$ cat src/rtl/rgmii_rx_ctrl.sv
// RGMII receive controller: byte reassembly, preamble/SFD strip, frame framing.
// Define RGMII_RX_STATUS_EN to build the in-band PHY status decoder.
module rgmii_rx_ctrl #(
  parameter int PRE_MAX = 15
) (
  input  logic       sclk,
  input  logic       rst_n,
  input  logic [3:0] rx_d_rise,
  input  logic [3:0] rx_d_fall,
  input  logic       rx_ctl_rise,
  input  logic       rx_ctl_fall,
  output logic [7:0] rx_dat,
  output logic       rx_en,
  output logic       rx_sof,
  output logic       rx_eof,
  output logic       rx_err,
  output logic       link_up,
  output logic [1:0] speed,
  output logic       full_duplex
);

  localparam int PW = $clog2(PRE_MAX + 2);

  typedef enum logic [1:0] {
    DROP,
    IDLE,
    PREAMBLE,
    DATA
  } state_t;

  state_t        state_q;
  state_t        state_d;
  logic [PW-1:0] pre_cnt_q;
  logic [PW-1:0] pre_cnt_d;

  logic       s0_vld;
  logic [7:0] s0_byte;
  logic       s0_dv;
  logic       s0_er;

  logic       hold_vld;
  logic [7:0] hold_dat;
  logic       hold_sof;
  logic       sof_arm;
  logic       err_flag;

  logic       push;
  logic       flush;
  logic       arm;

  logic       is_pre;
  logic       is_sfd;
  logic       pre_full;

  // Stage 0: register the captured DDR samples and decode dv/er.
  // s0_vld keeps the FSM in DROP until a real sample follows reset.
  always_ff @(posedge sclk or negedge rst_n) begin
    if (!rst_n) begin
      s0_vld  <= 1'b0;
      s0_byte <= 8'h00;
      s0_dv   <= 1'b0;
      s0_er   <= 1'b0;
    end else begin
      s0_vld  <= 1'b1;
      s0_byte <= {rx_d_fall, rx_d_rise};
      s0_dv   <= rx_ctl_rise;
      s0_er   <= rx_ctl_rise ^ rx_ctl_fall;
    end
  end

  assign is_pre   = (s0_byte == 8'h55);
  assign is_sfd   = (s0_byte == 8'hD5);
  assign pre_full = (pre_cnt_q == PW'(PRE_MAX));

  // FSM state and preamble counter register.
  always_ff @(posedge sclk or negedge rst_n) begin
    if (!rst_n) begin
      state_q   <= DROP;
      pre_cnt_q <= '0;
    end else begin
      state_q   <= state_d;
      pre_cnt_q <= pre_cnt_d;
    end
  end

  // Next-state logic and datapath strobes.
  always_comb begin
    state_d   = state_q;
    pre_cnt_d = pre_cnt_q;
    push      = 1'b0;
    flush     = 1'b0;
    arm       = 1'b0;
    unique case (state_q)
      DROP: begin
        if (s0_vld && !s0_dv) state_d = IDLE;
      end
      IDLE: begin
        if (s0_dv) begin
          if (is_pre) begin
            state_d   = PREAMBLE;
            pre_cnt_d = PW'(1);
          end else begin
            state_d = DROP;
          end
        end
      end
      PREAMBLE: begin
        unique case (1'b1)
          !s0_dv: state_d = IDLE;
          is_pre: begin
            if (pre_full) begin
              state_d = DROP;
            end else begin
              pre_cnt_d = pre_cnt_q + PW'(1);
            end
          end
          is_sfd: begin
            state_d = DATA;
            arm     = 1'b1;
          end
          default: state_d = DROP;
        endcase
      end
      DATA: begin
        if (s0_dv) begin
          push = 1'b1;
        end else begin
          flush   = 1'b1;
          state_d = IDLE;
        end
      end
      default: state_d = DROP;
    endcase
  end

  // Hold register and output beats; the held byte goes out when the
  // next byte arrives or when dv falls (the eof beat).
  always_ff @(posedge sclk or negedge rst_n) begin
    if (!rst_n) begin
      hold_vld <= 1'b0;
      hold_dat <= 8'h00;
      hold_sof <= 1'b0;
      sof_arm  <= 1'b0;
      err_flag <= 1'b0;
      rx_dat   <= 8'h00;
      rx_en    <= 1'b0;
      rx_sof   <= 1'b0;
      rx_eof   <= 1'b0;
      rx_err   <= 1'b0;
    end else begin
      rx_en  <= 1'b0;
      rx_sof <= 1'b0;
      rx_eof <= 1'b0;
      rx_err <= 1'b0;
      if (arm) begin
        hold_vld <= 1'b0;
        sof_arm  <= 1'b1;
        err_flag <= 1'b0;
      end
      if (push) begin
        hold_dat <= s0_byte;
        hold_vld <= 1'b1;
        hold_sof <= sof_arm;
        sof_arm  <= 1'b0;
        if (s0_er) err_flag <= 1'b1;
        if (hold_vld) begin
          rx_en  <= 1'b1;
          rx_dat <= hold_dat;
          rx_sof <= hold_sof;
        end
      end
      if (flush) begin
        hold_vld <= 1'b0;
        sof_arm  <= 1'b0;
        if (hold_vld) begin
          rx_en  <= 1'b1;
          rx_dat <= hold_dat;
          rx_sof <= hold_sof;
          rx_eof <= 1'b1;
          rx_err <= err_flag;
        end
      end
    end
  end

`ifdef RGMII_RX_STATUS_EN
  // In-band status: sampled only in plain idle cycles; speed 11 is held.
  always_ff @(posedge sclk or negedge rst_n) begin
    if (!rst_n) begin
      link_up     <= 1'b0;
      speed       <= 2'b00;
      full_duplex <= 1'b0;
    end else if (s0_vld && !s0_dv && !s0_er) begin
      link_up     <= s0_byte[0];
      full_duplex <= s0_byte[3];
      if (s0_byte[2:1] != 2'b11) speed <= s0_byte[2:1];
    end
  end
`else
  assign link_up     = 1'b1;
  assign speed       = 2'b10;
  assign full_duplex = 1'b1;
`endif

endmodule

$ cat config.mk
export PLATFORM = sky130hd
export DESIGN_NAME = rgmii_rx_ctrl
export DESIGN_NICKNAME = d
export VERILOG_FILES = /design/src/rtl/rgmii_rx_ctrl.sv
export SDC_FILE = /design/constraint.sdc
export NUM_CORES = 1
export LEC_CHECK = 0
export ABC_AREA = 1
export CAP_MARGIN = 20
export CORE_MARGIN = 3
export CORE_UTILIZATION = 50
export DETAILED_ROUTE_END_ITERATION = 6
export GPL_ROUTABILITY_DRIVEN = 0
export PLACE_DENSITY_LB_ADDON = 0.3
export SLEW_MARGIN = 20
export SYNTH_ARGS = -nofsm -noshare
export SYNTH_HDL_FRONTEND = slang
export SYNTH_SLANG_ARGS = --single-unit
$ cat constraint.sdc
create_clock -name sclk -period 4.4 [get_ports sclk]
set_input_delay 0.88 -clock sclk [delete_from_list [all_inputs] [get_ports sclk]]
set_output_delay 0.88 -clock sclk [all_outputs]
set_load 0.03 [all_outputs]
==> run_results.csv <==
group,metric,value,unit
floorplan,rows,21,
power,clkPwrFrac,27.4,%
placed_design,place_hpwl,1960,um
layout,fin_util,61.9,%
yosys,synth_seq_area_share,58.5,%
sta,rsz0062_at_grt,"false",
worst_setup_path,cp_data_arrival_time,1390,ps
grt,grt_start_max_net_pins,43,
layout,drive_above_1_share,7.80,%
yosys,syn-cell-area,1800,um^2
sta,period_share,51.5,%
worst_setup_path,ff2ff_path_depth,8,
worst_setup_path,critical_path_class,"reg -> out",
worst_setup_path,crit_path_cell_trace,"clkdlybuf4s50_1",
clocking,cts-buffers-inserted,5,
layout,antennaDiodeCount,0,
power,comb_power_share,14.3,%
worst_setup_path,crit_fanout,2,
clocking,hold_buffers,0,
drt,post-route-drc-count,0,
placed_design,portBuffers,23,
drt,drt-total-wl,2650,um
worst_setup_path,path_delay_family,"buffers and inverters",
clocking,clockBufferDepth,2,
clocking,clk_latency,350,ps
power,swShare,27.1,%
yosys,synth.top_cell.area_share,58.5,%
sta,slew_headroom,41.7,%
power,switchingPower,0.000191,W
drt,routed_via_density,4.62,
worst_setup_path,cpPeakStageDelay,670,ps
worst_hold_path,hold_depth,2,
worst_setup_path,required,3520,ps
clocking,cts_setup_buffers,0,
clocking,cts_root_buffer,"clkbuf_4",
sta,fin_skew,10.5,ps
layout,area_growth,16.9,%
sta,worstMarginPinSlew,874,ps
yosys,syn_avg_cell_area,9.35,um^2
grt,antenna_found_initial,0,
drt,firstDrtPassIters,4,
drt,wl_per_cell,10.0,um
sta,setup_violations,0,
worst_hold_path,hold_class,"reg -> reg",
sta,timing.final.ws_setup,2130,ps
yosys,yosys.area.top_type,"dfrtp_1",
worst_setup_path,slowest_stage,"clkdlybuf4s50_1",
sta,max_freq,441,MHz
sta,post-route-min-period,2270,ps
outcome,status,"finished, final reports clean",
yosys,synth_cell_types,29,
clocking,htreeDepth,2,
floorplan,die_w,65.9,um
grt,grt_pass1_vias,1131,
sta,hold_violations,0,
yosys,yosysWarnings,0,
floorplan,io_pins,28,
worst_setup_path,end_kind,"output port",
worst_setup_path,start_kind,"flop",
sta,finalSetupTns,0,ps
sta,slew_viol_final,0,
drt,num_vias,1220,
floorplan,start_util,53.0,%
clocking,clkSlewWorstSetupHoldPaths,110,ps
clocking,tritoncts,"built",
clocking,cts_sinks,42,
grt,grt_first_pass_wirelength,4740,um
worst_setup_path,crit_cells,1,
drt,ant_nets,0,
layout,finalInstanceArea,2100,um^2
flow_run,maxCapViolCount,0,
yosys,ys_ff_latch,42,
placed_design,dp_slack,2520,ps
placed_design,dpl-instance-area,2030,um^2
clocking,cts_resized,0,
sta,hold_slack,477,ps
floorplan,die_h,65.9,um
drt,first_iter_violations,91,
power,p_leak,1.08,nW
grt,track_usage,14.7,%
power,intPower,0.000513,W
grt,grt_overflow,0,
floorplan,dieArea,4350,um^2
power,p_seq_share,58.3,%
yosys,synth_area_leaders,"dfrtp_1 (59%), nand2_1 (12%), inv_1 (5.0%), ha_1 (4.2%), o21ai_0 (3.1%)",
yosys,synth_cells,192,
power,ir_drop,0.199,mV
worst_setup_path,path_buf_inv,1,
floorplan,core,3390,um^2
power,p_per_area,335,nW/um^2
layout,nets,235,
==> through the flow <==
step / cells / power [W]
after detailed placement: 256 / 0.000519
after global routing: 264 / 0.000755
after floorplan: 195 / 0.000491
after global placement: 256 / 0.000516
after CTS: 264 / 0.000716
final: 264 / 0.000704
==> synth_stat cells (all sizes together) <==
cell,instances
nand2,58
dfrtp,42
inv,25
nor2,17
o21ai,16
nand3,7
buf,6
ha,6
a21oi,3
clkbuf,2
conb,2
a21boi,1
and3,1
nand3b,1
nand4,1
nor3,1
nor3b,1
o211ai,1
xor2,1
==> power groups by stage <==
stage | sequential, W | combinational, W | clock [W]
after global placement | 0.000418 | 0.0000982 | 0
after detailed placement | 0.000418 | 0.000101 | 0
after global routing | 0.000412 | 0.000118 | 0.000224
final | 0.000410 | 0.000100 | 0.000193
after CTS | 0.000411 | 0.000102 | 0.000203
after floorplan | 0.000415 | 0.0000766 | 0
==> final timing paths <==
kind | to | startpoint | slack (ps)
worst max-delay path | rx_dat[4] | flop | 2130
worst min-delay path | flop | hold_dat[6] | 480
worst max register to register | state_q[0] | state_q[1] | 2610
worst min register to register | flop | hold_dat[6] | 480
max in group asynchronous | hold_dat[4] | rst_n | 3210
min in group asynchronous | asynchronous set/reset pin | rst_n | 640
==> cell usage in the layout, fill, tap and decap left out, types with 2 or more instances in the layout <==
cell type | Yosys | layout
inv_1 | 24 | 24
nand3_2 | 2 | 2
conb_1 | 2 | 5
o21ai_1 | 4 | 4
clkbuf_4 | 0 | 5
clkdlybuf4s50_1 | 0 | 22
nand3_1 | 5 | 5
o21ai_0 | 11 | 11
nor2_1 | 14 | 14
ha_1 | 6 | 6
dfrtp_1 | 42 | 42
nand2_1 | 58 | 58
a21oi_1 | 3 | 3
==> cell type report <==
class                           instances  area (um^2)
Fill cell                             282         1290
Sequential cell                        42         1050
Multi-Input combinational cell        120          607
Timing Repair Buffer                   23          225
Inverter                               25         93.8
Tap cell                               46         57.6
Clock buffer                            6         51.3
Clock inverter                          2         12.5
==> cell families (layout without fill, tap and decap cells) <==
family          count (synthesis)  count (layout)  synth area share, %
simple gates                   87              87                 21.7
flops                          42              42                 58.5
buf+inv                        33              56                 8.29
compound gates                 21              21                 6.34
fa+ha+maj                       6               6                 4.18
other cells                     2               5                0.418
xor+xnor                        1               1                0.488
==> metal layers <==
metal | share of wire, % | GRT usage, % | vias up
li1 | - | - | 627
met1 | 47 | 19.1 | 564
met2 | 46 | 21.7 | 24
met3 | 5.4 | 6.12 | 5
met4 | 1.7 | 6.22 | 0
met5 | 0 | 0 | -
Power figures use the tool's default switching activity.
